===== config.mk =====
export PLATFORM = sky130hd
export DESIGN_NAME = reset_sequencer_flat
export DESIGN_NICKNAME = d
export VERILOG_FILES = /design/src/rtl/reset_sequencer_pkg.sv /design/src/rtl/reset_sequencer_if.sv /design/src/rtl/reset_sequencer_reset_sync.sv /design/src/rtl/reset_sequencer.sv /design/src/flat_wrapper.sv
export SDC_FILE = /design/constraint.sdc
export NUM_CORES = 1
export LEC_CHECK = 0
export ABC_AREA = 1
export CORE_ASPECT_RATIO = 1.1
export CORE_MARGIN = 3
export CORE_UTILIZATION = 35
export DETAILED_ROUTE_END_ITERATION = 8
export MAX_ROUTING_LAYER = met4
export RECOVER_POWER = 50
export SKIP_CTS_REPAIR_TIMING = 1
export SYNTH_ARGS = -nofsm -noshare
export SYNTH_HDL_FRONTEND = slang
export SYNTH_SLANG_ARGS = --single-unit

===== constraint.sdc =====
create_clock -name clk -period 1 [get_ports clk]
set_input_delay 0.1 -clock clk [delete_from_list [all_inputs] [get_ports clk]]
set_output_delay 0.1 -clock clk [all_outputs]
set_load 0.03 [all_outputs]

===== src/rtl/reset_sequencer_pkg.sv =====
// Shared types, constants and parameter checks for the reset sequencer.
package reset_seq_pkg;

  localparam int unsigned CNT_W = 8;

  typedef enum logic [2:0] {
    HOLD,
    RELEASE,
    WAIT_ACK,
    GAP,
    READY
  } seq_state_e;

  // Width of the stage index bus; never narrower than one bit.
  function automatic int unsigned idx_width(input int unsigned n);
    return (n > 1) ? $clog2(n) : 1;
  endfunction

  // True when every parameter lies inside its supported range.
  function automatic bit params_ok(input int unsigned num_stages,
                                   input int unsigned hold_cycles,
                                   input int unsigned stage_delay,
                                   input int unsigned ack_timeout);
    return (num_stages  >= 1) && (num_stages  <= 16)  &&
           (hold_cycles >= 1) && (hold_cycles <= 255) &&
           (stage_delay >= 1) && (stage_delay <= 255) &&
           (ack_timeout >= 1) && (ack_timeout <= 255);
  endfunction

endpackage


===== src/rtl/reset_sequencer_if.sv =====
// Control/status bundle between the reset sequencer and the stages it releases.
interface reset_sequencer_if
  import reset_seq_pkg::*;
#(
  parameter int unsigned NUM_STAGES = 4
) ();

  localparam int unsigned IDX_W = idx_width(NUM_STAGES);

  logic                  sw_rst_req_i;
  logic [NUM_STAGES-1:0] stage_ack_i;
  logic [NUM_STAGES-1:0] rst_o;
  logic                  ready_o;
  logic                  busy_o;
  logic [IDX_W-1:0]      stage_idx_o;
  logic                  timeout_o;

  // Sequencer side
  modport master (
    input  sw_rst_req_i, stage_ack_i,
    output rst_o, ready_o, busy_o, stage_idx_o, timeout_o
  );

  // Downstream / software side
  modport slave (
    output sw_rst_req_i, stage_ack_i,
    input  rst_o, ready_o, busy_o, stage_idx_o, timeout_o
  );

endinterface


===== src/rtl/reset_sequencer_reset_sync.sv =====
// Two-flop reset synchronizer: asserts with reset, deasserts on the 2nd clk edge after.
module reset_sync (
  input  logic clk,
  input  logic reset,
  output logic rst_sync_o
);

  logic [1:0] sync_q;

  // Shift zeros in once reset is gone; async set while it is present
  always_ff @(posedge clk or posedge reset) begin
    if (reset) begin
      sync_q <= 2'b11;
    end else begin
      sync_q <= {sync_q[0], 1'b0};
    end
  end

  assign rst_sync_o = sync_q[1];

endmodule


===== src/rtl/reset_sequencer.sv =====
// Central reset controller: holds all stage resets, then releases them in order,
// each release gated by the previous stage's ack (or an ack timeout).
module reset_sequencer
  import reset_seq_pkg::*;
#(
  parameter int unsigned NUM_STAGES  = 4,
  parameter int unsigned HOLD_CYCLES = 8,
  parameter int unsigned STAGE_DELAY = 4,
  parameter int unsigned ACK_TIMEOUT = 16
) (
  input  logic              clk,
  input  logic              reset,
  reset_sequencer_if.master bus
);

  localparam int unsigned IDX_W = idx_width(NUM_STAGES);

  localparam logic [CNT_W-1:0] HOLD_LAST  = CNT_W'(HOLD_CYCLES - 1);
  localparam logic [CNT_W-1:0] DELAY_LAST = CNT_W'(STAGE_DELAY - 1);
  localparam logic [CNT_W-1:0] TMO_LAST   = CNT_W'(ACK_TIMEOUT - 1);
  localparam logic [IDX_W-1:0] LAST_IDX   = IDX_W'(NUM_STAGES - 1);

  if (!params_ok(NUM_STAGES, HOLD_CYCLES, STAGE_DELAY, ACK_TIMEOUT)) begin : g_bad_params
    $error("reset_sequencer: parameter out of range");
  end

  logic rst_sync;

  reset_sync u_reset_sync (
    .clk       (clk),
    .reset     (reset),
    .rst_sync_o(rst_sync)
  );

  seq_state_e            state_q, state_d;
  logic [CNT_W-1:0]      cnt_q, cnt_d;
  logic [IDX_W-1:0]      idx_q, idx_d;
  logic [NUM_STAGES-1:0] rst_q, rst_d;
  logic                  ready_q, ready_d;
  logic                  busy_q, busy_d;
  logic                  tmo_q, tmo_d;
  logic                  ack_c;

  // Sequencer registers, reset by the synchronized internal reset
  always_ff @(posedge clk or posedge rst_sync) begin
    if (rst_sync) begin
      state_q <= HOLD;
      cnt_q   <= '0;
      idx_q   <= '0;
      rst_q   <= '1;
      ready_q <= 1'b0;
      busy_q  <= 1'b1;
      tmo_q   <= 1'b0;
    end else begin
      state_q <= state_d;
      cnt_q   <= cnt_d;
      idx_q   <= idx_d;
      rst_q   <= rst_d;
      ready_q <= ready_d;
      busy_q  <= busy_d;
      tmo_q   <= tmo_d;
    end
  end

  assign ack_c = bus.stage_ack_i[idx_q];

  // Next-state: hold, release stage, wait for its ack, inter-stage gap, done
  always_comb begin
    state_d = state_q;
    cnt_d   = cnt_q + CNT_W'(1);
    idx_d   = idx_q;
    rst_d   = rst_q;
    ready_d = ready_q;
    tmo_d   = tmo_q;

    case (state_q)
      HOLD: begin
        if (cnt_q == HOLD_LAST) begin
          state_d = RELEASE;
          cnt_d   = '0;
          idx_d   = '0;
        end
      end
      RELEASE: begin
        rst_d[idx_q] = 1'b0;
        state_d      = WAIT_ACK;
        cnt_d        = '0;
      end
      WAIT_ACK: begin
        // A missing ack is treated as a late ack once the timeout expires
        if (ack_c || (cnt_q == TMO_LAST)) begin
          if (!ack_c) begin
            tmo_d = 1'b1;
          end
          if (idx_q == LAST_IDX) begin
            state_d = READY;
            ready_d = 1'b1;
          end else begin
            state_d = GAP;
            cnt_d   = '0;
          end
        end
      end
      GAP: begin
        if (cnt_q == DELAY_LAST) begin
          state_d = RELEASE;
          idx_d   = idx_q + IDX_W'(1);
          cnt_d   = '0;
        end
      end
      READY: begin
        cnt_d   = cnt_q;
        ready_d = 1'b1;
      end
      default: begin
        state_d = HOLD;
        cnt_d   = '0;
      end
    endcase

    // Software re-reset overrides everything, including a same-cycle ack
    if (bus.sw_rst_req_i) begin
      state_d = HOLD;
      cnt_d   = '0;
      idx_d   = '0;
      rst_d   = '1;
      ready_d = 1'b0;
      tmo_d   = 1'b0;
    end

    busy_d = !ready_d;
  end

  assign bus.rst_o       = rst_q;
  assign bus.ready_o     = ready_q;
  assign bus.busy_o      = busy_q;
  assign bus.stage_idx_o = idx_q;
  assign bus.timeout_o   = tmo_q;

endmodule


===== src/flat_wrapper.sv =====
// flat-port wrapper written by rule: the top's interface ports become plain ports
module reset_sequencer_flat import reset_seq_pkg::*;
#(
  parameter int unsigned NUM_STAGES  = 4,
  parameter int unsigned HOLD_CYCLES = 8,
  parameter int unsigned STAGE_DELAY = 4,
  parameter int unsigned ACK_TIMEOUT = 16
)
  (clk, reset, bus_sw_rst_req_i, bus_stage_ack_i, bus_rst_o, bus_ready_o, bus_busy_o, bus_stage_idx_o, bus_timeout_o);
  reset_sequencer_if #(.NUM_STAGES(NUM_STAGES)) bus_i ();
  input  logic clk;
  input  logic reset;
  input wire logic [$bits(bus_i.sw_rst_req_i)-1:0] bus_sw_rst_req_i;
  input wire logic [$bits(bus_i.stage_ack_i)-1:0] bus_stage_ack_i;
  output wire logic [$bits(bus_i.rst_o)-1:0] bus_rst_o;
  output wire logic [$bits(bus_i.ready_o)-1:0] bus_ready_o;
  output wire logic [$bits(bus_i.busy_o)-1:0] bus_busy_o;
  output wire logic [$bits(bus_i.stage_idx_o)-1:0] bus_stage_idx_o;
  output wire logic [$bits(bus_i.timeout_o)-1:0] bus_timeout_o;
  assign bus_i.sw_rst_req_i = bus_sw_rst_req_i;
  assign bus_i.stage_ack_i = bus_stage_ack_i;
  assign bus_rst_o = bus_i.rst_o;
  assign bus_ready_o = bus_i.ready_o;
  assign bus_busy_o = bus_i.busy_o;
  assign bus_stage_idx_o = bus_i.stage_idx_o;
  assign bus_timeout_o = bus_i.timeout_o;
  reset_sequencer #(.NUM_STAGES(NUM_STAGES), .HOLD_CYCLES(HOLD_CYCLES), .STAGE_DELAY(STAGE_DELAY), .ACK_TIMEOUT(ACK_TIMEOUT)) u_core (.clk(clk), .reset(reset), .bus(bus_i));
endmodule

**Word-level counts from Yosys, hierarchy flattened**

Index checks and enable logic that the tools add are counted.
W data, S select, Z words.

- Add/subtract/negate cells: 2
- Magnitude comparators: 2
- Equal/unequal tests: 13
- Multiplexer cells: 30
- Bitwise operators: 2
- Reductions and logical operators: 11

Operators by type and width:

| operator | count |
|---|---|
| $mux W8 | 5 |
| $pmux W8 S4 | 1 |
| $mux W3 | 5 |
| $pmux W3 S5 | 1 |
| $mux W1 | 9 |
| $ne A3 B2 Y1 const B | 3 |
| $add A8 B1 Y8 const B | 1 |
| $eq A8 B2 Y1 const B | 1 |
| $eq A8 B3 Y1 const B | 1 |
| $eq A8 B4 Y1 const B | 1 |
| $mux W4 | 2 |
| $eq A3 B2 Y1 const B | 2 |
| $mux W2 | 3 |
| $reduce_and A3 Y1 | 2 |
| $reduce_bool A2 Y1 | 3 |
| $and A4 B4 Y4 | 1 |
| $ne A2 B2 Y1 const B | 2 |
| $not A4 Y4 | 1 |
| $pmux W2 S2 | 1 |
| $reduce_and A4 Y1 | 1 |
| $eq A3 B1 Y1 const B | 1 |
| $eq A3 B3 Y1 const B | 1 |
| $logic_not A3 Y1 | 1 |
| $lt A2 B3 Y1 const B | 1 |
| other kinds (10) | 10 |

- Flip-flop bits (word level): 22
- Input bits: 7
- Word-level logic and storage cells: 68

**Depth between registers and ports, before layout**

- Word-level depth: 8
- Gate-level depth with buffers: 9
- Depth with buffers taken out: 9

**Modules after synthesis**

From an unflattened synthesis, not the netlist that was laid out.

- Cells, all modules: 186
- Area, all modules: 1,352.5 sq um

Modules (own cells, without submodules):

| module | times used | cells an instance | area each (sq um) |
|---|---|---|---|
| reset_sequencer | 1 | 182 | 1,292.5 |
| reset_sync | 1 | 4 | 60.1 |

**Least setup slack after synthesis**

OpenSTA, ideal clock, no wires.

- Kind: flip-flop to flip-flop
- Start point: reg u_core.idx_q[0] (netlist: u_core.bus.stage_idx_o[0])
- End point: reg u_core.cnt_q[0]
- Library setup time: 116 ps
- Arrival time: 1,290 ps
- Required time: 884 ps
- Setup slack: -407 ps
- Stages on the path, launching flop included: 8
- Period minus slack after synthesis: 1,407 ps
- Cell sequence: dfrtp_1 -> ha_1 -> inv_1 -> nor2_1 -> nor2_4 -> nand3_4 -> nand2_1 -> nand2_1

- Cells in the longest elaborated chain, start to end: 6
- Elaborated cells on any way between the ends: 8
- Those cells by class: eq/ne (1); mux (6); reduce/logical (1)

RTL lines:

| element | RTL line | text |
|---|---|---|
| start, declared | reset_sequencer.sv:37 | `logic [IDX_W-1:0] idx_q, idx_d;` |
| start signal, assigned | reset_sequencer.sv:57 | `idx_q <= idx_d;` |
| $bmux W1 S2 | reset_sequencer.sv:65 | `assign ack_c = bus.stage_ack_i[idx_q];` |
| $mux W1 (not written as such) | reset_sequencer.sv:65 |  |
| $logic_or A1 B1 Y1 | reset_sequencer.sv:91 | `if (ack_c \|\| (cnt_q == TMO_LAST)) begin` |
| $mux W8 * | reset_sequencer.sv:91 |  |
| $pmux W8 S4 * | reset_sequencer.sv:76 | `case (state_q)` |
| $mux W8 * | reset_sequencer.sv:122 | `if (bus.sw_rst_req_i) begin` |
| end signal, assigned | reset_sequencer.sv:56 | `cnt_q <= cnt_d;` |
| end, declared | reset_sequencer.sv:36 | `logic [CNT_W-1:0] cnt_q, cnt_d;` |

Mark *: on every way between the ends. The rest lies on a longest branch, timed or not. The select of a mux whose other input is x is not followed.
A chain may end at the register's enable or synchronous reset.

**Worst setup path after layout**

- Start point: reg u_core.cnt_q[1]
- End point: reg u_core.cnt_q[6]

- Cells in the longest elaborated chain, start to end: 5
- Elaborated cells on any way between the ends: 11
- Those cells by class: add/sub (1); eq/ne (3); mux (6); reduce/logical (1)

RTL lines:

| element | RTL line |
|---|---|
| $add A8 B1 Y8 or $eq A8 B4 Y1 (tied branches) | reset_sequencer.sv:70, reset_sequencer.sv:91 |
| $mux W8 or $logic_or A1 B1 Y1 (tied branches) | reset_sequencer.sv:95, reset_sequencer.sv:91 |
| $mux W8 | reset_sequencer.sv:91 |
| $pmux W8 S4 * | reset_sequencer.sv:76 |
| $mux W8 * | reset_sequencer.sv:122 |

Mark *: on every way between the ends. The rest lies on a longest branch, timed or not.

==> metrics <==
Register Area 562 µm²; crit path kind flip-flop to flip-flop; non-filler cells, final 294; Clock Pin Slew Worst Setup and Hold Paths 0.08 ns; DRT Pass-1 Iters 4; I/O pin cnt 16; Design Power ~3.0 mW; routability congestion estimate from global placement 0.824; commonest cells after routing, fill and taps aside nand2_1, buf_4, inv_1; most common cell after layout, fill and taps aside nand2_1; CTS tree yes; Initial Utilization around 37%; sequential share of power 35.6%; die width ~66 µm; total CTS buffers 3; PnR worst setup slack -0.383 ns; power density over the cells 1430 nW/µm²; fillers roughly 360; Post-synth top flop dfrtp_1; Fin. Hold Viols 0; CP Capture Type flip-flop; status finished with violations; post-synth top area share roughly 27%; # setup viols final 25; Remaining Overflow, GRT 0; PortBufs 15; first-pass GRT wire length between 5000 and 6000 µm; clk root buf clkbuf_8; Worst VDD drop ~0.00082 V; CTS Sinks 22; Slew @ Worst Pin ~0.61 ns; crit-path max FO 7; Seq/Total Area, Yosys between 40% and 50%; syn_nets approximately 200; Synth Register Bits 22; GR Util met1 17.1%; Placeable Area between 3000 and 4000 µm²; placed cells ~290; P_int 1.90 mW; ranking of synthesized cells by area dfrtp_1, nand2_1, dfstp_2, nand3_1, inv_1; die area 4780 µm²; slowest CP cell dfrtp_1; syn avg cell area around 7.4 µm²; ys async rst share 100%; most frequent cell on the critical path nand3_4; largest net degree at the start of global routing 13; via count around 1300; n_diodes 0; CP max stage delay around 0.4 ns; Residual DRC 0; HPWL Detailed 2440 µm; H-tree depth 1; met3 Use GR ~2.3%; Slew Limit Fails 0; largest buffer count on any clock path 2; Psw approximately 1.1 mW; die height 72.2 µm; M2 GR Usage 25.7%; Crit Reg-Reg Endpoint u_core.cnt_q[6]; r2r startpoint u_core.cnt_q[1]; final core occ 56.0%; area of the multi-input gates around 860 µm²; vias per inst between 4 and 5; Layout Nets about 260; DR iter-0 viols 19; combinational power share between 40 and 50%; Distinct cells, synth 26; Mapped Area around 1400 µm²; Max-Slew Margin vs Limit about three fifths; leakage power between 1 and 1.5 nW; r2r setup slk -0.38 ns; failing checks setup timing; total track usage between 10% and 20%; Synth warnings 0; worst skew pair latency 0.26 ns; MaxCap Viol Count 0; num rows 23; Sw Share 36.7%; Final ANT Viol Nets 0; crit path time final approximately 1.4 ns; skew final between 0.002 and 0.0025 ns; fraction of layout cells with a size suffix above 1 between 40 and 50%; Final period util 138%; Worst setup SP type flip-flop; CP Data Required Time between 1 and 1.5 ns; Crit path arrival time approximately 1.5 ns; vias in the first global route 1247; Routed WL per cell about 11 µm; number of synthesized flops with an enable pin 0; Clock power frac approximately a fifth; initial antenna violation count 0; Syn Inst Count between 150 and 200; worst-case reg-to-reg path depth 8; layout overhead on the synthesized area 50.2%; critical-path cell list ha_4 > nand2_4 > nor2_4 > nand3_4 > nand3_4 > nand3_4 > nand2_1 > nand2_1; worst hold-check path type input port to async pin; area leader, netlist dfrtp_1; grt peak-use layer met2; RSZ-0062 raised after global routing yes; Detailed Route WL around 3100 µm; Max Clock Freq just over 700 MHz
==> critical path, delay by kind of cell (launching register included) <==
| kind | cells | cell delay, ns |
|---|---|---|
| flip-flops | 1 | 0.40 |
| adder cells (fa/ha/maj) | 1 | 0.19 |
| AND/OR/NAND/NOR | 7 | 0.70 |
==> flip-flops by register name, summed over array words and instances (netlist names) <==
| register | count |
|---|---|
| u_core.cnt_q | 8 |
| u_core.bus.busy_o | 1 |
| u_core.bus.ready_o | 1 |
| u_core.bus.stage_idx_o | 2 |
| u_core.u_reset_sync.sync_q | 2 |
| u_core.bus.timeout_o | 1 |
| u_core.bus.rst_o | 4 |
| u_core.state_q | 3 |
==> per-stage QoR <==
stage / hold WS, ns / setup TNS, ns / cell area, µm² / setup slack (ns)
floorplan: 0.0115 / -4.07 / 1450 / -0.277
global placement: 0.242 / -5.54 / 1870 / -0.406
detailed placement: 0.252 / -5.96 / 1870 / -0.432
CTS: 0.162 / -6.68 / 1930 / -0.435
global route: 0.308 / -7.93 / 2100 / -0.489
finish: 0.299 / -5.76 / 2100 / -0.383
==> synth_stat cells (2+ instances only) <==
master    n
nand2_1  62
nor2_1   18
nand3_2   4
ha_1      5
nand2_2   2
nor2_4    3
nor3_1    2
inv_1    18
inv_2    11
o21ai_0   5
nand3_1  17
a21oi_1   3
nor2_2    5
dfstp_2   7
dfrtp_1  15
o21a_1    2
==> area by class of cell <==
cell class / count / share of cell area [%]
sequential: 22 / 26.8
clock buffer: 4 / 2.63
inverter: 29 / 5.19
timing repair buffer: 52 / 21.3
tap: 50 / 2.99
multi-input combinational: 137 / 41.1
==> worst max path at each step <==
stage,from,to,cells past startpoint
4_1_cts,u_core.cnt_q[1],u_core.cnt_q[0],8
2_1_floorplan,u_core.cnt_q[0],u_core.cnt_q[0],8
5_1_grt,u_core.cnt_q[1],u_core.cnt_q[1],8
3_5_place_dp,u_core.cnt_q[1],u_core.cnt_q[0],8
3_3_place_gp,u_core.cnt_q[1],u_core.cnt_q[1],8
6_report,u_core.cnt_q[1],u_core.cnt_q[6],8
==> kinds of logic (layout without fill, tap and decap cells) <==
group | count (synthesis) | in the layout | synth area share [%]
compound gates | 15 | 15 | 7.44
fa+ha+maj | 5 | 5 | 4.48
buf+inv | 30 | 85 | 8.16
flops | 22 | 22 | 40.1
other cells | 1 | 1 | 0.269
simple gates | 116 | 116 | 39.6
==> power groups by stage <==
stage	Combinational, mW	Clock [mW]	Sequential (mW)
after floorplan	0.695	0	1.11
after global routing	1.45	0.701	1.08
after detailed placement	1.16	0	1.08
after global placement	1.15	0	1.07
after CTS	1.17	0.671	1.06
final	1.29	0.640	1.07
==> layer usage <==
metal / routed length, µm / share of wire (%) / vias up
met4: 61 / 2.0 / 0
li1: - / - / 691
met1: 1370 / 44 / 577
met5: 0 / 0 / -
met2: 1560 / 50 / 23
met3: 110 / 3.6 / 6
Note: power is estimated with default switching activity, not from simulation.
